--- config.mk ---
export PLATFORM = sky130hd
export DESIGN_NAME = mem_req_arbiter_flat
export DESIGN_NICKNAME = d
export VERILOG_FILES = /design/src/rtl/mem_req_if.sv /design/src/rtl/mem_req_arbiter.sv /design/src/flat_wrapper.sv
export SDC_FILE = /design/constraint.sdc
export NUM_CORES = 1
export LEC_CHECK = 0
export BUFFER_PORTS_ARGS = -buffer_cell sky130_fd_sc_hd__buf_2
export CORE_AREA = 2 2 39 41
export CTS_CLUSTER_DIAMETER = 60
export DETAILED_ROUTE_END_ITERATION = 10
export DIE_AREA = 0 0 41 43
export SYNTH_ARGS = -nofsm -noshare
export SYNTH_HDL_FRONTEND = slang
export SYNTH_SLANG_ARGS = --single-unit
--- constraint.sdc ---
create_clock -name clk -period 0.8 [get_ports clk]
set_clock_uncertainty 0.1 [all_clocks]
set_input_delay 0.08 -clock clk [delete_from_list [all_inputs] [get_ports clk]]
set_output_delay 0.08 -clock clk [all_outputs]
set_load 0.03 [all_outputs]
--- src/rtl/mem_req_if.sv ---
// mem_req_if: request, response and memory-command signals between the arbiter and its neighbours
interface mem_req_if #(parameter int WIDTH = 2, parameter int PSIZE = 2);
   logic             wr_valid, wr_ready, rd_valid, rd_ready;
   logic [PSIZE-1:0] wr_addr, rd_addr;
   logic [WIDTH-1:0] wr_data;
   logic             rsp_valid, rsp_ready;
   logic [WIDTH-1:0] rsp_data;
   logic             mem_wr, mem_rd;
   logic [PSIZE-1:0] mem_wr_addr, mem_rd_addr;
   logic [WIDTH-1:0] mem_wr_data, mem_rd_data;
   modport slave (
      input  wr_valid, wr_addr, wr_data, rd_valid, rd_addr, rsp_ready, mem_rd_data,
      output wr_ready, rd_ready, rsp_valid, rsp_data, mem_wr, mem_rd, mem_wr_addr, mem_rd_addr, mem_wr_data
   );
   modport master (
      output wr_valid, wr_addr, wr_data, rd_valid, rd_addr, rsp_ready, mem_rd_data,
      input  wr_ready, rd_ready, rsp_valid, rsp_data, mem_wr, mem_rd, mem_wr_addr, mem_rd_addr, mem_wr_data
   );
endinterface

--- src/rtl/mem_req_arbiter.sv ---
// mem_req_arbiter: round-robin write/read arbiter in front of a 2-port register memory;
// the read response is held in the memory's own output register.
module mem_req_arbiter #(parameter int WIDTH = 2, parameter int PSIZE = 2) (
   input logic clk,
   input logic rst_n,
   mem_req_if.slave bus
);
   logic             prio, held, rd_ok, wr_gnt, rd_gnt;
   logic [PSIZE-1:0] wa, ra;
   logic [WIDTH-1:0] wd, rdata;
   always_comb begin
      rd_ok  = bus.rd_valid && (!held || bus.rsp_ready);
      wr_gnt = rst_n && bus.wr_valid && (!rd_ok || !prio);
      rd_gnt = rst_n && rd_ok && (!bus.wr_valid || prio);
      wa     = bus.wr_addr;
      ra     = bus.rd_addr;
      wd     = bus.wr_data;
      rdata  = bus.mem_rd_data;
   end
   assign bus.wr_ready    = wr_gnt;
   assign bus.mem_wr      = wr_gnt;
   assign bus.rd_ready    = rd_gnt;
   assign bus.mem_rd      = rd_gnt;
   assign bus.mem_wr_addr = wa;
   assign bus.mem_rd_addr = ra;
   assign bus.mem_wr_data = wd;
   assign bus.rsp_data    = rdata;
   assign bus.rsp_valid   = held;
   // a contended cycle always hands priority to whichever side just lost
   always_ff @(posedge clk or negedge rst_n)
      if (!rst_n) begin
         prio <= 1'b0;
         held <= 1'b0;
      end else begin
         if (bus.wr_valid && rd_ok) prio <= !prio;
         held <= rd_gnt || (held && !bus.rsp_ready);
      end
endmodule

--- src/flat_wrapper.sv ---
// flat-port wrapper written by rule: the top's interface ports become plain ports
module mem_req_arbiter_flat 
#(parameter int WIDTH = 2, parameter int PSIZE = 2)
  (clk, rst_n, bus_wr_valid, bus_wr_addr, bus_wr_data, bus_rd_valid, bus_rd_addr, bus_rsp_ready, bus_mem_rd_data, bus_wr_ready, bus_rd_ready, bus_rsp_valid, bus_rsp_data, bus_mem_wr, bus_mem_rd, bus_mem_wr_addr, bus_mem_rd_addr, bus_mem_wr_data);
  mem_req_if #(.WIDTH(WIDTH), .PSIZE(PSIZE)) bus_i ();
  input logic clk;
  input logic rst_n;
  input wire logic [$bits(bus_i.wr_valid)-1:0] bus_wr_valid;
  input wire logic [$bits(bus_i.wr_addr)-1:0] bus_wr_addr;
  input wire logic [$bits(bus_i.wr_data)-1:0] bus_wr_data;
  input wire logic [$bits(bus_i.rd_valid)-1:0] bus_rd_valid;
  input wire logic [$bits(bus_i.rd_addr)-1:0] bus_rd_addr;
  input wire logic [$bits(bus_i.rsp_ready)-1:0] bus_rsp_ready;
  input wire logic [$bits(bus_i.mem_rd_data)-1:0] bus_mem_rd_data;
  output wire logic [$bits(bus_i.wr_ready)-1:0] bus_wr_ready;
  output wire logic [$bits(bus_i.rd_ready)-1:0] bus_rd_ready;
  output wire logic [$bits(bus_i.rsp_valid)-1:0] bus_rsp_valid;
  output wire logic [$bits(bus_i.rsp_data)-1:0] bus_rsp_data;
  output wire logic [$bits(bus_i.mem_wr)-1:0] bus_mem_wr;
  output wire logic [$bits(bus_i.mem_rd)-1:0] bus_mem_rd;
  output wire logic [$bits(bus_i.mem_wr_addr)-1:0] bus_mem_wr_addr;
  output wire logic [$bits(bus_i.mem_rd_addr)-1:0] bus_mem_rd_addr;
  output wire logic [$bits(bus_i.mem_wr_data)-1:0] bus_mem_wr_data;
  assign bus_i.wr_valid = bus_wr_valid;
  assign bus_i.wr_addr = bus_wr_addr;
  assign bus_i.wr_data = bus_wr_data;
  assign bus_i.rd_valid = bus_rd_valid;
  assign bus_i.rd_addr = bus_rd_addr;
  assign bus_i.rsp_ready = bus_rsp_ready;
  assign bus_i.mem_rd_data = bus_mem_rd_data;
  assign bus_wr_ready = bus_i.wr_ready;
  assign bus_rd_ready = bus_i.rd_ready;
  assign bus_rsp_valid = bus_i.rsp_valid;
  assign bus_rsp_data = bus_i.rsp_data;
  assign bus_mem_wr = bus_i.mem_wr;
  assign bus_mem_rd = bus_i.mem_rd;
  assign bus_mem_wr_addr = bus_i.mem_wr_addr;
  assign bus_mem_rd_addr = bus_i.mem_rd_addr;
  assign bus_mem_wr_data = bus_i.mem_wr_data;
  mem_req_arbiter #(.WIDTH(WIDTH), .PSIZE(PSIZE)) u_core (.clk(clk), .rst_n(rst_n), .bus(bus_i));
endmodule
; After elaboration in Yosys (flattened, before gate mapping)
; Cells that the tools add are included.
; W data, S select, Z words.
[word_totals]
out_inout_bits = 13
ff_bits = 2
word_cells = 18
in_bits = 13
[classes]
reduce_logical = 16
[ops]
columns = op, count
row1 = $logic_and A1 B1 Y1, 7
row2 = $logic_not A1 Y1, 5
row3 = $logic_or A1 B1 Y1, 4

; Depth between registers and ports, before layout
[logic_depth]
depth_word = 6
ltp_mapped = 4
mapped_depth_nobuf = 3

; Worst setup path after synthesis
; Ideal clock, no wire load.
[synth_timing]
path_kind = flip-flop to output port
start = register u_core.held (netlist: u_core.bus.rsp_valid)
end = output bus_wr_ready
t_required_ps = 620
arrival_ps = 1496
path_stages_with_launch = 4
setup_slack_ps = -876
path_buffers = 1
path_cell_list = dfrtp_1 > nand2b_4 > a31oi_1 > buf_4
[synth_between]
elab_chain_len = 6
[synth_rtl]
columns = item, line
row1 = "start, declared", mem_req_arbiter.sv:8  ; logic prio, held, rd_ok, wr_gnt, rd_gnt;
row2 = "start signal, assigned", mem_req_arbiter.sv:36  ; held <= rd_gnt || (held && !bus.rsp_ready);
row3 = $logic_not A1 Y1, mem_req_arbiter.sv:12  ; rd_ok = bus.rd_valid && (!held || bus.rsp_ready);
row4 = $logic_or A1 B1 Y1, mem_req_arbiter.sv:12
row5 = $logic_and A1 B1 Y1, mem_req_arbiter.sv:12
row6 = $logic_not A1 Y1, mem_req_arbiter.sv:13  ; wr_gnt = rst_n && bus.wr_valid && (!rd_ok || !prio);
row7 = $logic_or A1 B1 Y1, mem_req_arbiter.sv:13
row8 = $logic_and A1 B1 Y1, mem_req_arbiter.sv:13
row9 = "end, declared", flat_wrapper.sv:15  ; output wire logic [$bits(bus_i.wr_ready)-1:0] bus_wr_ready;
; No other way between the ends.

; Worst setup path after layout
[layout_timing]
start = register u_core.prio
end = output bus_rd_ready
[layout_between]
elab_chain_len = 2
[layout_rtl]
columns = item, line
row1 = "start, declared", mem_req_arbiter.sv:8
row2 = "start signal, assigned", mem_req_arbiter.sv:35  ; if (bus.wr_valid && rd_ok) prio <= !prio;
row3 = $logic_or A1 B1 Y1, mem_req_arbiter.sv:14  ; rd_gnt = rst_n && rd_ok && (!bus.wr_valid || prio);
row4 = $logic_and A1 B1 Y1, mem_req_arbiter.sv:14
row5 = "end, declared", flat_wrapper.sv:16  ; output wire logic [$bits(bus_i.rd_ready)-1:0] bus_rd_ready;
; No other way between the ends.

==> metrics <==
core area around 0.0014 sq mm; synth unique cells 10; Leak Pwr between 0.15 and 0.2 nW; Die Y-Extent ~43 microns; Area Overhead vs Synth 74.8%; post-DR wirelength/cell ~9.9 microns; Syn Nets 34; CTS tree built; Final Total Pwr slightly below 900 uW; Die W roughly 41 microns; Worst Setup Start Kind register; critical-path cell list o211ai_2 > nor2b_4 > buf_6; crit path DAT 1.10 ns; Skew-Pair Late Insertion Delay ~0.24 ns; number of enable flip-flop cells after synthesis 0; ratio of cells with drive above 1 in the final layout about 80%; utilization after layout about 25%; Seq cells post-synth 2; placed cells 39; Critical-path top delay cell dfrtp_1; initial antenna violation count 0; Peak Freq ~800 MHz; clock power share 29.9%; Pwr Density around 2600 mW/mm^2; antenna diode count 0; hold crit path type input port to register; number of DRC markers in iteration 0 0; Final Wtd Congestion 0.628; Max VDD drop between 0.0004 and 0.0005 V; status complete, but fails checks; largest net degree at the start of global routing 4; post-synth top area cell buf_4; failing checks negative setup slack; vias in the first global route roughly 180; Routed Antenna Nets 0; worst stage delay on the critical path ~0.40 ns; Vias per Instance approximately 3.5; Least-Margin Pin Slew 0.223 ns; DRC errors left 0; CTS Buf Count 3; Sw Pwr 290 uW; Mapped Area a little under 200 sq um; CTS Buffer Depth 2; RSZ-0062 raised after global routing true; Max Cap Viol 0; ys flop type dfrtp_1; Internal Power around 600 uW; worst-path fanout max 3; DR pass1 iterations 1; Gate Count Post-Synth 21; die area roughly 0.0018 sq mm; Combinational Power Share around half; setup ws final -0.477 ns; Final Max Slew Viols 0; drt total wl between 400 and 500 microns; final hold violations 0; root buffer cell clkbuf_4; first-pass GRT wire length 648 microns; Port Buf Inserts 9; Initial Util roughly 14%; TritonCTS Sinks 2; Reg power frac between 20% and 30%; Final setup viols 7; grt ovf 0; FFs w/ async S/R, synth 100%; routed vias 170; sw frac 33.2%; top area cells in the synthesized netlist buf_4 39%, dfrtp_1 26%, nand2b_4 7.1%, o211ai_2 6.5%, nand3_2 5.2%; Yosys warnings 0; endpoint type of the worst setup path output port; sequential element share of the synthesized area 25.8%; H-tree Lvls 1; commonest cells in the netlist 10 x buf_4, 2 x dfrtp_1, 2 x nand2_1; gr usage total under 10%; Synth top area share 38.7%; FP Rows 14; Mean Syn Cell Area 9.24 sq um; clk slew on worst S/H paths roughly 0.03 ns; dpl hpwl 301 microns; most frequent cell after synthesis buf_4; Layout Cells excl Fill 48; critical path type register to output port; Nets 46; Slew Limit Headroom between 80% and 90%; Final period util 160%; fin crit period approximately 1.3 ns; I/O pin count 26; critical path required time 0.62 ns
==> final timing paths <==
kind	from	endpoint	slack, ns	depth (start not counted)
worst max-delay path	u_core.prio	bus_rd_ready	-0.48	3
worst min-delay path	bus_wr_valid	u_core.prio	0.05	3
worst max register to register	u_core.prio	u_core.bus.rsp_valid	-0.25	3
worst min register to register	u_core.bus.rsp_valid	u_core.bus.rsp_valid	0.57	3
max in group asynchronous	rst_n	u_core.prio	0.30	3
min in group asynchronous	rst_n	u_core.bus.rsp_valid	0.20	3
==> worst max-delay path: cells and delay by family (launching register included) <==
family                 cells  cell delay (ns)
AO/OA/AOI/OAI              1             0.25
AND/OR/NAND/NOR            1             0.07
buffers and inverters      1             0.14
flip-flops                 1             0.40
==> layout make-up <==
type                    count  area [sq um]
flip-flops and latches      2          51.3
repair buffers             17           150
multi-input cells           8          87.6
clock buffers               4          26.3
well taps                  16          20.0
fillers                   156          1040
inverters                   1          3.75
==> logic make-up after synthesis <==
group           share of synthesized area [%]
buf+inv                                  40.6
simple gates                             19.4
compound gates                           9.68
flops                                    25.8
xor+xnor                                 4.52
==> through the flow <==
| step | setup TNS (ns) | setup WS (ns) | instance area, sq um | hold WS, ns |
|---|---|---|---|---|
| after global routing | -2.82 | -0.512 | 339 | 0.0478 |
| after floorplan | -1.60 | -0.413 | 225 | -0.316 |
| final | -2.60 | -0.477 | 339 | 0.0490 |
| after global placement | -1.19 | -0.240 | 230 | -0.0980 |
| after CTS | -2.57 | -0.459 | 328 | 0.0458 |
| after detailed placement | -1.29 | -0.254 | 230 | -0.105 |
==> routing by layer <==
layer	vias to the layer above	global-route usage, %	routed length, microns
met5	-	0	0
met4	0	11.3	0
met3	0	3.14	61
met2	12	8.75	248
met1	79	4.14	165
li1	79	-	-
==> power by group through the flow <==
stage / clock network (mW) / registers [mW] / logic (mW)
2_1_floorplan: 0 / 0.203 / 0.224
3_5_place_dp: 0 / 0.177 / 0.293
6_report: 0.261 / 0.182 / 0.430
4_1_cts: 0.276 / 0.181 / 0.388
3_3_place_gp: 0 / 0.173 / 0.290
5_1_grt: 0.289 / 0.182 / 0.459
==> repair_timing <==
action,in CTS,in global routing
hold endpoints to repair,2,0
setup buffers,3,2
pin swaps,2,1
resized for setup,12,1
hold buffers,1,0
endpoints found under the setup margin,7,7
==> sequential cells by signal, summed over array words and instances, names as in the netlist <==
| signal | count |
|---|---|
| u_core.prio | 1 |
| u_core.bus.rsp_valid | 1 |
==> cells in the final DEF (no fill, tap or decap), types with 2 or more instances in the layout <==
| cell | n |
|---|---|
| buf_2 | 4 |
| buf_6 | 8 |
| buf_4 | 4 |
| clkbuf_4 | 3 |
| nand2_1 | 2 |
No activity file was read; power rests on OpenSTA's default activity.
